## config.mk

```make
export PLATFORM = sky130hd
export DESIGN_NAME = tiger_dmem_router_flat
export DESIGN_NICKNAME = d
export VERILOG_FILES = /design/src/rtl/tiger_dmem_router_if.sv /design/src/rtl/tiger_dmem_router.sv /design/src/flat_wrapper.sv
export SDC_FILE = /design/constraint.sdc
export NUM_CORES = 1
export LEC_CHECK = 0
export ABC_AREA = 1
export CORE_ASPECT_RATIO = 1.2
export CORE_MARGIN = 2
export CORE_UTILIZATION = 42
export CTS_BUF_LIST = sky130_fd_sc_hd__clkbuf_4
export CTS_CLUSTER_DIAMETER = 30
export DETAILED_ROUTE_END_ITERATION = 7
export PLACE_DENSITY = 0.84
export SETUP_SLACK_MARGIN = 0.05
export SKIP_LAST_GASP = 1
export SLEW_MARGIN = 10
export SYNTH_ARGS = -nofsm -noshare
export SYNTH_HDL_FRONTEND = slang
export SYNTH_SLANG_ARGS = --single-unit
```

## constraint.sdc

```tcl
create_clock -name clk -period 2.4 [get_ports clk]
set_clock_uncertainty 0.2 [all_clocks]
set_input_delay 0.24 -clock clk [delete_from_list [all_inputs] [get_ports clk]]
set_output_delay 0.24 -clock clk [all_outputs]
set_load 0.01 [all_outputs]
```

## src/rtl/tiger_dmem_router_if.sv

```systemverilog
// Bus bundle for tiger_dmem_router.
// Carries the core-side bypass request (mem_*), the per-port Avalon-MM
// master buses (avm_*, port p occupies slice p of each packed vector) and
// the sticky timeout status (err_*, busy).
//   slave  : the router's view (takes core requests, drives the avm masters)
//   master : the environment's view (core plus the Avalon slaves)
interface tiger_dmem_router_if #(
  parameter int SEL_W = 1
);
  localparam int NUM_PORTS = 2 ** SEL_W;

  logic                      mem_read;
  logic                      mem_write;
  logic                      mem8;
  logic                      mem16;
  logic [31:0]               mem_address;
  logic [31:0]               mem_writedata;
  logic [31:0]               mem_readdata;
  logic                      mem_stall;

  logic [32*NUM_PORTS-1:0]   avm_address;
  logic [NUM_PORTS-1:0]      avm_read;
  logic [NUM_PORTS-1:0]      avm_write;
  logic [32*NUM_PORTS-1:0]   avm_writedata;
  logic [4*NUM_PORTS-1:0]    avm_byteenable;
  logic [32*NUM_PORTS-1:0]   avm_readdata;
  logic [NUM_PORTS-1:0]      avm_waitrequest;
  logic [NUM_PORTS-1:0]      avm_readdatavalid;

  logic                      err_clear;
  logic                      err_timeout;
  logic [SEL_W-1:0]          err_port;
  logic                      busy;

  modport slave (
    input  mem_read, mem_write, mem8, mem16, mem_address, mem_writedata,
    input  avm_readdata, avm_waitrequest, avm_readdatavalid, err_clear,
    output mem_readdata, mem_stall,
    output avm_address, avm_read, avm_write, avm_writedata, avm_byteenable,
    output err_timeout, err_port, busy
  );

  modport master (
    output mem_read, mem_write, mem8, mem16, mem_address, mem_writedata,
    output avm_readdata, avm_waitrequest, avm_readdatavalid, err_clear,
    input  mem_readdata, mem_stall,
    input  avm_address, avm_read, avm_write, avm_writedata, avm_byteenable,
    input  err_timeout, err_port, busy
  );
endinterface

```

## src/rtl/tiger_dmem_router.sv

```systemverilog
// Tiger data-memory bypass router.
// Steers each core bypass access to one of 2**SEL_W Avalon-MM masters chosen
// by mem_address[SEL_LSB +: SEL_W], builds byte enables and lane-replicated
// write data, and stalls the core until the access completes. A hung access
// is aborted after TIMEOUT_CYCLES cycles and flagged in sticky error status.
// Ports: clk, reset (synchronous, active-high), bus (tiger_dmem_router_if.slave).
//
// state   | meaning
// IDLE    | waiting for mem_read/mem_write
// REQ     | strobe on selected port until waitrequest drops
// WAIT_RD | read accepted, waiting for readdatavalid
// DONE    | one unstalled cycle so the core advances
module tiger_dmem_router #(
  parameter int          SEL_W          = 1,
  parameter int          SEL_LSB        = 29,
  parameter int          TIMEOUT_W      = 16,
  parameter int          TIMEOUT_CYCLES = 4096,
  parameter logic [31:0] ABORT_DATA     = 32'hDEADBEEF
) (
  input logic               clk,
  input logic               reset,
  tiger_dmem_router_if.slave bus
);
  localparam int NUM_PORTS = 2 ** SEL_W;

  typedef enum logic [1:0] {IDLE, REQ, WAIT_RD, DONE} state_t;

  state_t               state, state_nx;
  logic                 is_wr_q, is_b_q, is_h_q;
  logic [31:0]          addr_q, wd_q, rdata_q;
  logic [SEL_W-1:0]     port_q;
  logic [TIMEOUT_W-1:0] tmo_cnt;
  logic                 err_t_q;
  logic [SEL_W-1:0]     err_p_q;

  logic        req, active, timeout_hit;
  logic        strobe, capture, abort;
  logic        sel_wait, sel_rdv;
  logic [31:0] sel_rdata, wd_rep;
  logic [3:0]  be;

  assign req    = bus.mem_read | bus.mem_write;
  assign active = (state == REQ) || (state == WAIT_RD);
  assign timeout_hit = (TIMEOUT_CYCLES != 0) && active &&
                       (tmo_cnt == TIMEOUT_W'(TIMEOUT_CYCLES));

  always_comb begin
    sel_wait  = 1'b1;
    sel_rdv   = 1'b0;
    sel_rdata = '0;
    for (int p = 0; p < NUM_PORTS; p++) begin
      if (port_q == SEL_W'(p)) begin
        sel_wait  = bus.avm_waitrequest[p];
        sel_rdv   = bus.avm_readdatavalid[p];
        sel_rdata = bus.avm_readdata[32*p +: 32];
      end
    end
  end

  always_comb begin
    be     = 4'b1111;
    wd_rep = wd_q;
    if (is_b_q) begin
      be     = 4'b0001 << addr_q[1:0];
      wd_rep = {4{wd_q[7:0]}};
    end else if (is_h_q) begin
      be     = addr_q[1] ? 4'b1100 : 4'b0011;
      wd_rep = {2{wd_q[15:0]}};
    end
  end

  // Strobes are already low in the timeout cycle, so a REQ-state timeout
  // can never race an accept; in WAIT_RD a same-cycle readdatavalid wins.
  always_comb begin
    state_nx = state;
    strobe   = 1'b0;
    capture  = 1'b0;
    abort    = 1'b0;
    case (state)
      IDLE: if (req) state_nx = REQ;
      REQ: begin
        if (timeout_hit) begin
          abort    = 1'b1;
          state_nx = DONE;
        end else begin
          strobe = 1'b1;
          if (!sel_wait) begin
            if (is_wr_q) begin
              state_nx = DONE;
            end else if (sel_rdv) begin
              capture  = 1'b1;
              state_nx = DONE;
            end else begin
              state_nx = WAIT_RD;
            end
          end
        end
      end
      WAIT_RD: begin
        if (sel_rdv) begin
          capture  = 1'b1;
          state_nx = DONE;
        end else if (timeout_hit) begin
          abort    = 1'b1;
          state_nx = DONE;
        end
      end
      DONE:    state_nx = IDLE;
      default: state_nx = IDLE;
    endcase
  end

  always_comb begin
    bus.avm_address    = '0;
    bus.avm_read       = '0;
    bus.avm_write      = '0;
    bus.avm_writedata  = '0;
    bus.avm_byteenable = '0;
    for (int p = 0; p < NUM_PORTS; p++) begin
      if (strobe && (port_q == SEL_W'(p))) begin
        bus.avm_address[32*p +: 32]   = {addr_q[31:2], 2'b00};
        bus.avm_read[p]               = ~is_wr_q;
        bus.avm_write[p]              = is_wr_q;
        bus.avm_writedata[32*p +: 32] = wd_rep;
        bus.avm_byteenable[4*p +: 4]  = be;
      end
    end
  end

  assign bus.mem_stall    = ((state == IDLE) && req) || active;
  assign bus.busy         = (state != IDLE);
  assign bus.mem_readdata = rdata_q;
  assign bus.err_timeout  = err_t_q;
  assign bus.err_port     = err_p_q;

  always_ff @(posedge clk) begin
    if (reset) begin
      state   <= IDLE;
      is_wr_q <= 1'b0;
      is_b_q  <= 1'b0;
      is_h_q  <= 1'b0;
      addr_q  <= '0;
      wd_q    <= '0;
      port_q  <= '0;
      tmo_cnt <= '0;
      rdata_q <= '0;
      err_t_q <= 1'b0;
      err_p_q <= '0;
    end else begin
      state <= state_nx;
      if ((state == IDLE) && req) begin
        is_wr_q <= bus.mem_write;
        is_b_q  <= bus.mem8;
        is_h_q  <= bus.mem16 & ~bus.mem8;
        addr_q  <= bus.mem_address;
        wd_q    <= bus.mem_writedata;
        port_q  <= bus.mem_address[SEL_LSB +: SEL_W];
        tmo_cnt <= '0;
      end else if (active && (tmo_cnt != '1)) begin
        tmo_cnt <= tmo_cnt + TIMEOUT_W'(1);
      end
      if (capture) begin
        rdata_q <= sel_rdata;
      end else if (abort && !is_wr_q) begin
        rdata_q <= ABORT_DATA;
      end
      if (abort) begin
        err_t_q <= 1'b1;
        if (!err_t_q) err_p_q <= port_q;
      end else if (bus.err_clear) begin
        err_t_q <= 1'b0;
        err_p_q <= '0;
      end
    end
  end
endmodule

```

## src/flat_wrapper.sv

```systemverilog
// flat-port wrapper written by rule: the top's interface ports become plain ports
module tiger_dmem_router_flat 
#(
  parameter int          SEL_W          = 1,
  parameter int          SEL_LSB        = 29,
  parameter int          TIMEOUT_W      = 16,
  parameter int          TIMEOUT_CYCLES = 4096,
  parameter logic [31:0] ABORT_DATA     = 32'hDEADBEEF
)
  (clk, reset, bus_mem_read, bus_mem_write, bus_mem8, bus_mem16, bus_mem_address, bus_mem_writedata, bus_avm_readdata, bus_avm_waitrequest, bus_avm_readdatavalid, bus_err_clear, bus_mem_readdata, bus_mem_stall, bus_avm_address, bus_avm_read, bus_avm_write, bus_avm_writedata, bus_avm_byteenable, bus_err_timeout, bus_err_port, bus_busy);
  tiger_dmem_router_if #(.SEL_W(SEL_W)) bus_i ();
  input logic clk;
  input logic reset;
  input wire logic [$bits(bus_i.mem_read)-1:0] bus_mem_read;
  input wire logic [$bits(bus_i.mem_write)-1:0] bus_mem_write;
  input wire logic [$bits(bus_i.mem8)-1:0] bus_mem8;
  input wire logic [$bits(bus_i.mem16)-1:0] bus_mem16;
  input wire logic [$bits(bus_i.mem_address)-1:0] bus_mem_address;
  input wire logic [$bits(bus_i.mem_writedata)-1:0] bus_mem_writedata;
  input wire logic [$bits(bus_i.avm_readdata)-1:0] bus_avm_readdata;
  input wire logic [$bits(bus_i.avm_waitrequest)-1:0] bus_avm_waitrequest;
  input wire logic [$bits(bus_i.avm_readdatavalid)-1:0] bus_avm_readdatavalid;
  input wire logic [$bits(bus_i.err_clear)-1:0] bus_err_clear;
  output wire logic [$bits(bus_i.mem_readdata)-1:0] bus_mem_readdata;
  output wire logic [$bits(bus_i.mem_stall)-1:0] bus_mem_stall;
  output wire logic [$bits(bus_i.avm_address)-1:0] bus_avm_address;
  output wire logic [$bits(bus_i.avm_read)-1:0] bus_avm_read;
  output wire logic [$bits(bus_i.avm_write)-1:0] bus_avm_write;
  output wire logic [$bits(bus_i.avm_writedata)-1:0] bus_avm_writedata;
  output wire logic [$bits(bus_i.avm_byteenable)-1:0] bus_avm_byteenable;
  output wire logic [$bits(bus_i.err_timeout)-1:0] bus_err_timeout;
  output wire logic [$bits(bus_i.err_port)-1:0] bus_err_port;
  output wire logic [$bits(bus_i.busy)-1:0] bus_busy;
  assign bus_i.mem_read = bus_mem_read;
  assign bus_i.mem_write = bus_mem_write;
  assign bus_i.mem8 = bus_mem8;
  assign bus_i.mem16 = bus_mem16;
  assign bus_i.mem_address = bus_mem_address;
  assign bus_i.mem_writedata = bus_mem_writedata;
  assign bus_i.avm_readdata = bus_avm_readdata;
  assign bus_i.avm_waitrequest = bus_avm_waitrequest;
  assign bus_i.avm_readdatavalid = bus_avm_readdatavalid;
  assign bus_i.err_clear = bus_err_clear;
  assign bus_mem_readdata = bus_i.mem_readdata;
  assign bus_mem_stall = bus_i.mem_stall;
  assign bus_avm_address = bus_i.avm_address;
  assign bus_avm_read = bus_i.avm_read;
  assign bus_avm_write = bus_i.avm_write;
  assign bus_avm_writedata = bus_i.avm_writedata;
  assign bus_avm_byteenable = bus_i.avm_byteenable;
  assign bus_err_timeout = bus_i.err_timeout;
  assign bus_err_port = bus_i.err_port;
  assign bus_busy = bus_i.busy;
  tiger_dmem_router #(.SEL_W(SEL_W), .SEL_LSB(SEL_LSB), .TIMEOUT_W(TIMEOUT_W), .TIMEOUT_CYCLES(TIMEOUT_CYCLES), .ABORT_DATA(ABORT_DATA)) u_core (.clk(clk), .reset(reset), .bus(bus_i));
endmodule
```

==> reports/results.tsv, run 1 <==
stage	metric	value	unit
power	power	0.0113	W
global_route	grt_pass1_wl	37700	microns
yosys	async_reset_ff_share	0	%
global_route	grt_usage	30.9	%
sta	finalHoldViolCount	0	
final_layout	areaGrowthSynthToFinish	85.8	%
yosys	synthTopCellsByArea	dfxtp_1 38%, nor2_1 16%, nand2_1 11%	
cts	cts_buffers	17	
final_layout	stdcell_count	1553	
route	final_antenna_net_count	0	
final_layout	fillers	924	
yosys	yosysSeqAreaShare	38.4	%
critical_path	crit_start	u_core.state[1]$_SDFFE_PP0P_	
global_route	grt_max_degree	108	
worst_hold_path	hold_path.class	input port to register	
yosys	avgSynthCellArea	6.32	sq um
global_route	grt_overflow	0	
cts	cts_tree	built	
cts	htree_levels	4	
sta	drv_slew	0	
cts	insertion_delay	0.57	ns
critical_path	rr_startpoint	u_core.tmo_cnt[1]$_SDFFE_PP0P_	
final_layout	drive_above_1_share	29.4	%
placement	dpl.hpwl	15700	microns
sta	fin_setup_tns	-53.98	ns
yosys	synth_cell_type_count	37	
yosys	synth_edf_count	0	
cts	clock-sinks	119	
sta	worst_pin_slew	0.752	ns
sta	setup_viol	136	
critical_path	critical_path_class	register to primary output	
run_status	status	finished with violations	
floorplan	rows	48	
floorplan	fp.coreArea	0.0144	sq mm
sta	min_period	3.02	ns
floorplan	die-width	115	microns
critical_path	reg2reg_to	u_core.tmo_cnt[2]$_SDFFE_PP0P_	
cts	clockBufferDepth	2	
cts	clkSlewWorstSetupHoldPaths	0.12	ns
critical_path	worstSetupStartpointType	register	
global_route	grtUsageMet1	35.1	%
route	vias_per_cell	5.53	
final_layout	multiInputGateArea	0.00391	sq mm
final_layout	ff_latch_area	0.00239	sq mm
yosys	ys_top_cells_by_count	264 x nor2_1, 179 x nand2_1, 119 x dfxtp_1	
yosys	synth_most_common_cell	nor2_1	
worst_hold_path	min_to	u_core.wd_q[26]$_SDFFE_PP0P_	
critical_path	critical_path.endpoint_type	primary output	
yosys	synth.top_cell.area_share	38.4	%
critical_path	crit_required	1.96	ns
placement	dpl.cell_count	1446	
final_layout	final_core_util	80.0	%
power	vdd_ir_drop_max	1030	uV
final_layout	fin_nets	1508	
yosys	synth_area	0.00620	sq mm
global_route	grt_pass1_vias	7535	
placement	gp_congestion	0.880	
route	drt_first_iter_violations	913	
critical_path	cp_max_fo	3	
sta	slew_headroom	49.9	%
run_status	violations	setup timing	
power	p_per_area	982	mW/mm^2
route	totalWireLength	30900	microns
global_route	grt_busiest_layer	met2	
floorplan	start_util	43.0	%
sta	rsz0062_at_grt	true	
floorplan	die-area	0.0158	sq mm
critical_path	rrSetupSlack	0.10	ns
global_route	met3_usage	8.50	%
route	drcViolationCount	0	
sta	setup_ws	-0.622	ns
power	power_leakage	4.96	nW
critical_path	worst_ep_arrival_time	2.58	ns
route	drtPass1Iterations	6	
sta	period_share	126	%
sta	hold_slack	0.0471	ns
yosys	ys.flop_type	dfxtp_1	
global_route	antenna_found_initial	2	
cts	clock_tree.root_cell	clkbuf_4	
route	vias	8593	
yosys	yosysTopAreaCell	dfxtp_1	
placement	io_buffers	309	
run	maxCapViolations	0	
yosys	ys_ff_latch	119	
floorplan	die_h	137	microns
yosys	yosys_warnings	0	
global_route	grt_util_met2	51.5	%
worst_hold_path	min_from	bus_mem_writedata[26]	
floorplan	io_pins	315	
yosys	syn_inst	981	
critical_path	rr_worst_depth	10	
route	detail_route.wl_per_cell	19.9	microns
worst_hold_path	hold_path_depth	3	
sta	fmax	0.331	GHz
-- critical path, stage by stage (launching register included) --
cell and delay, ns:
dfxtp_2 0.34, inv_2 0.05, ha_4 0.25, inv_4 0.06, nor2_4 0.03, nand2_2 0.07
nor2_4 0.05, nand2_4 0.09, nand2_4 0.06, nor2_4 0.13, clkinv_4 0.13, buf_8 0.17
buf_16 0.13, buf_4 0.13, nor2_2 0.16, buf_2 0.17
-- final cells by class --
class | instances | share of cell area (%)
Antenna cell | 1 | 0.0217
Clock buffer | 21 | 1.37
Sequential cell | 119 | 20.7
Timing Repair Buffer | 422 | 38.1
Tap cell | 175 | 1.90
Inverter | 81 | 2.70
Clock inverter | 11 | 1.35
Multi-Input combinational cell | 723 | 33.9
-- logic make-up (layout without fill, tap and decap cells) --
family | count (synthesis) | after routing | share of synthesized area [%]
other cells | 1 | 6 | 0.0605
xor+xnor | 5 | 5 | 0.706
buf+inv | 144 | 535 | 10.3
simple gates | 508 | 509 | 33.1
compound gates | 199 | 199 | 16.5
fa+ha+maj | 5 | 5 | 1.01
flops | 119 | 119 | 38.4
-- metrics by stage --
stage / setup slack [ns] / instance area, sq um
floorplan: 0.109 / 6220
global placement: -0.103 / 9550
detailed placement: -0.158 / 9550
CTS: -0.513 / 10400
global route: -0.713 / 11500
finish: -0.622 / 11500
-- metal layers --
metal / part of all wire, % / vias up
li1: - / 3864
met1: 34 / 3916
met2: 49 / 614
met3: 10 / 199
met4: 7.1 / 0
met5: 0 / -
-- cell usage in the layout, fill, tap and decap left out, drive strengths merged --
cell           synthesis  layout
nor2                 270     270
buf                   21     226
nand2                188     189
clkdlybuf4s50          0     173
dfxtp                119     119
o21ai                101     101
a21oi                 96      96
inv                   79      79
nand3                 37      37
clkbuf                42      33
dlygate4sd2            0      11
nor3                   8       8
clkinv                 2       8
conb                   1       5
ha                     5       5
bufinv                 0       4
xor2                   3       3
nand4                  2       2
xnor2                  2       2
nand3b                 2       2
diode                  0       1
o21a                   1       1
and3                   1       1
o32ai                  1       1
clkinvlp               0       1
-- report_power, final --
part	internal, W	switching (W)
Clock	0.000859	0.000814
Sequential	0.00254	0.000342
Combinational	0.00287	0.00389
-- timing repair --
action / CTS / global route
setup buffers: 42 / 20
hold buffers: 0 / 0
gates cloned: 11 / 5
pin swaps: 2 / 13
resized for setup: 453 / 376
endpoints found under the setup margin: 136 / 166
hold endpoints to repair: 0 / 0
-- state kept, by name, summed over array words and instances (netlist names) --
signal / flops
u_core.bus.mem_readdata: 32
u_core.tmo_cnt: 16
u_core.addr_q: 32
u_core.is_wr_q: 1
u_core.bus.err_port: 1
u_core.bus.err_timeout: 1
u_core.is_h_q: 1
u_core.wd_q: 32
u_core.is_b_q: 1
u_core.state: 2
-- worst max-delay path by stage --
stage                                        to  slack (ns)  cells after the start
final                     bus_avm_writedata[46]       -0.62                     15
after global routing      bus_avm_writedata[46]       -0.71                     15
after CTS                 bus_avm_writedata[43]       -0.51                     14
after detailed placement    bus_avm_address[46]       -0.16                     13
after global placement         bus_avm_write[1]       -0.10                     13
after floorplan           bus_avm_byteenable[4]        0.11                     13
Note: power is estimated with default switching activity, not from simulation.
==> run 2: changes to the inputs <==
==> constraint.sdc (replaced) <==
create_clock -name clk -period 3.08 [get_ports clk]
set_clock_uncertainty 0.2 [all_clocks]
set_input_delay 0.308 -clock clk [delete_from_list [all_inputs] [get_ports clk]]
set_output_delay 0.308 -clock clk [all_outputs]
set_load 0.01 [all_outputs]
==> run 2 against run 1 <==
  * The flow still finishes with violations (setup timing)
  * Critical path type unchanged
  * Critical path depth is 1 lower
  * Via count fell by 13%
  * Clock-buffer cell count decreased by 3
  * Wire length down 25%
  * Final area is 14% lower
  * Total power decreased by 40%
  * Die area stayed put
  * Sequential power decreased by 23%
  * Sequential cell count unchanged
  * Clock power shrank 35%
  * Largest cell class unchanged
==> reports/results.tsv, run 2 (synthesis gave the netlist of run 1 again) <==
stage	metric	value	unit	change
run_status	status	finished with violations		unchanged
run_status	violations	setup timing		unchanged
critical_path	worst_ep_arrival_time	2.61	ns	was 2.58 ns
final_layout	ff_latch_area	0.00239	sq mm	unchanged
power	vdd_ir_drop_max	726	uV	was 1030 uV
sta	fin_setup_tns	-0.741	ns	was -53.98 ns
route	drt_first_iter_violations	663		was 913
critical_path	critical_path_class	register to primary output		unchanged
route	vias_per_cell	5.09		was 5.53
final_layout	final_common_cell	nor2_1		was nand2_1
critical_path	cp_cell_sequence	inv_2 -> ha_4 -> inv_2 -> nor2_1 -> nand2_1 -> nor2_2 -> nand2_4 -> buf_4 -> nand2_4 -> nor2_4 -> inv_8 -> clkbuf_16 -> nor2_1 -> dlygate4sd2_1		was inv_2 -> ha_4 -> inv_4 -> nor2_4 -> nand2_2 -> nor2_4 -> nand2_4 -> nand2_4 -> nor2_4 -> clkinv_4 -> buf_8 -> buf_16 -> buf_4 -> nor2_2 -> buf_2
cts	cts_tree	built		unchanged
floorplan	die-width	115	microns	unchanged
floorplan	rows	48		unchanged
final_layout	multiInputGateArea	0.00324	sq mm	was 0.00391 sq mm
final_layout	fillers	1240		was 924
critical_path	rr_startpoint	u_core.state[1]$_SDFFE_PP0P_		was u_core.tmo_cnt[1]$_SDFFE_PP0P_
final_layout	stdcell_count	1475		was 1553
sta	fmax	0.320	GHz	
critical_path	critPathSlowestCell	dfxtp_2		unchanged
critical_path	critPathCapture	bus_avm_writedata[55]		was bus_avm_writedata[46]
cts	clock_tree.root_cell	clkbuf_4		unchanged
final_layout	areaGrowthSynthToFinish	59.9	%	was 85.8%
global_route	grt_overflow	0		unchanged
critical_path	rr_worst_depth	14		was 10
floorplan	die-area	0.0158	sq mm	unchanged
global_route	grtUsageMet1	31.3	%	was 35.1%
cts	clock-sinks	119		unchanged
sta	worst_pin_slew	0.986	ns	was 0.752 ns
route	vias	7507		was 8593
floorplan	die_h	137	microns	unchanged
cts	clockBufferDepth	2		unchanged
run	maxCapViolations	0		unchanged
sta	setup_ws	-0.0405	ns	was -0.622 ns
critical_path	crit_buf_inv	6		was 7
sta	hold_slack	0.159	ns	was 0.0471 ns
cts	htree_levels	4		unchanged
critical_path	reg2reg_to	u_core.bus.mem_readdata[16]$_SDFFE_PP0P_		was u_core.tmo_cnt[2]$_SDFFE_PP0P_
global_route	grt_pass1_wl	32600	microns	was 37700 microns
critical_path	worst_path_dominant_cell_family	buffers and inverters		unchanged
sta	period_share	101	%	
placement	dpl.cell_count	1418		was 1446
sta	setup_viol	50		was 136
critical_path	worstSetupStartpointType	register		unchanged
worst_hold_path	min_from	bus_mem_writedata[13]		was bus_mem_writedata[26]
critical_path	rrSetupSlack	0.52	ns	was 0.10 ns
floorplan	start_util	43.0	%	unchanged
route	detail_route.wl_per_cell	15.6	microns	was 19.9 microns
global_route	grt_usage	26.1	%	was 30.9%
critical_path	crit_required	2.57	ns	was 1.96 ns
final_layout	final_cell_mix	262 x nor2_1, 206 x clkdlybuf4s50_1, 178 x nand2_1, 115 x dfxtp_1, 97 x o21ai_0		was 177 x nand2_1, 173 x clkdlybuf4s50_1, 166 x nor2_1, 115 x dfxtp_1
critical_path	cp_num_cells	14		was 15
placement	dpl.hpwl	15400	microns	was 15700 microns
cts	clkSlewWorstSetupHoldPaths	0.11	ns	was 0.12 ns
global_route	antenna_found_initial	1		was 2
route	drcViolationCount	0		unchanged
sta	finalHoldViolCount	0		unchanged
cts	cts_buffers	17		unchanged
sta	drv_slew	0		unchanged
critical_path	crit_start	u_core.state[1]$_SDFFE_PP0P_		unchanged
placement	gp_congestion	0.881		was 0.880
critical_path	critical-path-max-stage-delay	0.36	ns	was 0.34 ns
global_route	grt_util_met2	46.1	%	was 51.5%
sta	rsz0062_at_grt	true		unchanged
critical_path	critical_path.endpoint_type	primary output		unchanged
global_route	met3_usage	5.45	%	was 8.50%
final_layout	fin_nets	1430		was 1508
final_layout	drive_above_1_share	10.3	%	was 29.4%
cts	insertion_delay	0.52	ns	was 0.57 ns
route	final_antenna_net_count	0		unchanged
critical_path	cp_max_fo	8		was 3
global_route	grt_max_degree	108		unchanged
sta	min_period	3.12	ns	
global_route	grt_pass1_vias	6626		was 7535
power	p_per_area	688	mW/mm^2	was 982 mW/mm^2
cts	ctsHoldBuffers	0		unchanged
placement	io_buffers	309		unchanged
sta	slew_headroom	34.3	%	was 49.9%
global_route	grt_busiest_layer	met2		unchanged
floorplan	io_pins	315		unchanged
floorplan	fp.coreArea	0.0144	sq mm	unchanged
worst_hold_path	hold_path.class	input port to register		unchanged
power	power_leakage	4.83	nW	was 4.96 nW
route	drtPass1Iterations	5		was 6
route	totalWireLength	23100	microns	was 30900 microns
-- run 2: cell count changes in the layout (fill, tap and decap cells not counted), moves of 4 or more --
cell	change
nor2_4	-73
buf_16	-5
clkdlybuf4s50_1	+33
nor2_1	+96
clkinvlp_4	+4
buf_12	-13
clkbuf_2	+22
buf_4	-29
buf_8	-7
dlymetal6s2s_1	+31
buf_2	-43
dlygate4sd2_1	+29
buf_6	-97
nor2_2	-23
-- run 2: stage by stage --
step | util, % | worst slack, ns | total power (W) | area (sq um)
after global placement | 64.8 | 0.380 | 0.00535 | 9340
after floorplan | - | 0.721 | 0.00410 | 6220
after detailed placement | 64.8 | 0.267 | 0.00541 | 9340
after global routing | 68.8 | -0.179 | 0.00727 | 9920
after CTS | 67.2 | -0.0354 | 0.00662 | 9680
final | 68.8 | -0.0405 | 0.00683 | 9920
-- run 2: tightest hold or removal path, delay by kind of cell --
kind          cells  cell delay, ns
buf+inv           1            0.40
simple gates      2            0.15
-- run 2: final cells by class --
type | instances | area share (%)
repair buffers | 345 | 35.1
multi-input cells | 722 | 32.7
flip-flops and latches | 119 | 24.1
inverters | 81 | 3.18
well taps | 175 | 2.21
clock buffers | 18 | 1.36
clock inverters | 14 | 1.35
diodes | 1 | 0.0252
-- run 2: worst min path at each step --
stage | endpoint | slack [ns] | cells after the start
after floorplan | u_core.is_h_q$_SDFFE_PP0P_ | 0.23 | 1
after global placement | u_core.bus.mem_readdata[16]$_SDFFE_PP0P_ | 0.26 | 2
after detailed placement | u_core.bus.mem_readdata[20]$_SDFFE_PP0P_ | 0.27 | 2
after CTS | u_core.wd_q[12]$_SDFFE_PP0P_ | 0.12 | 3
after global routing | u_core.wd_q[12]$_SDFFE_PP0P_ | 0.14 | 3
final | u_core.wd_q[13]$_SDFFE_PP0P_ | 0.16 | 3
-- run 2: what timing repair did --
action | CTS | global route
endpoints found under the setup margin | 134 | 130
pin swaps | 1 | 2
buffers inserted | 2 | 12
resized for setup | 87 | 106
gates cloned | 4 | 6
-- run 2: where the power goes --
| group | switching [W] | internal [W] |
|---|---|---|
| sequential | 0.000232 | 0.00198 |
| combinational | 0.00211 | 0.00142 |
| clock | 0.000608 | 0.000480 |
| total | 0.00295 | 0.00388 |
-- run 2: per-layer routing --
layer,share of wire [%],vias to the layer above
met3,7.4,36
li1,-,3696
met2,51,324
met4,1.4,0
met5,0,-
met1,40,3451
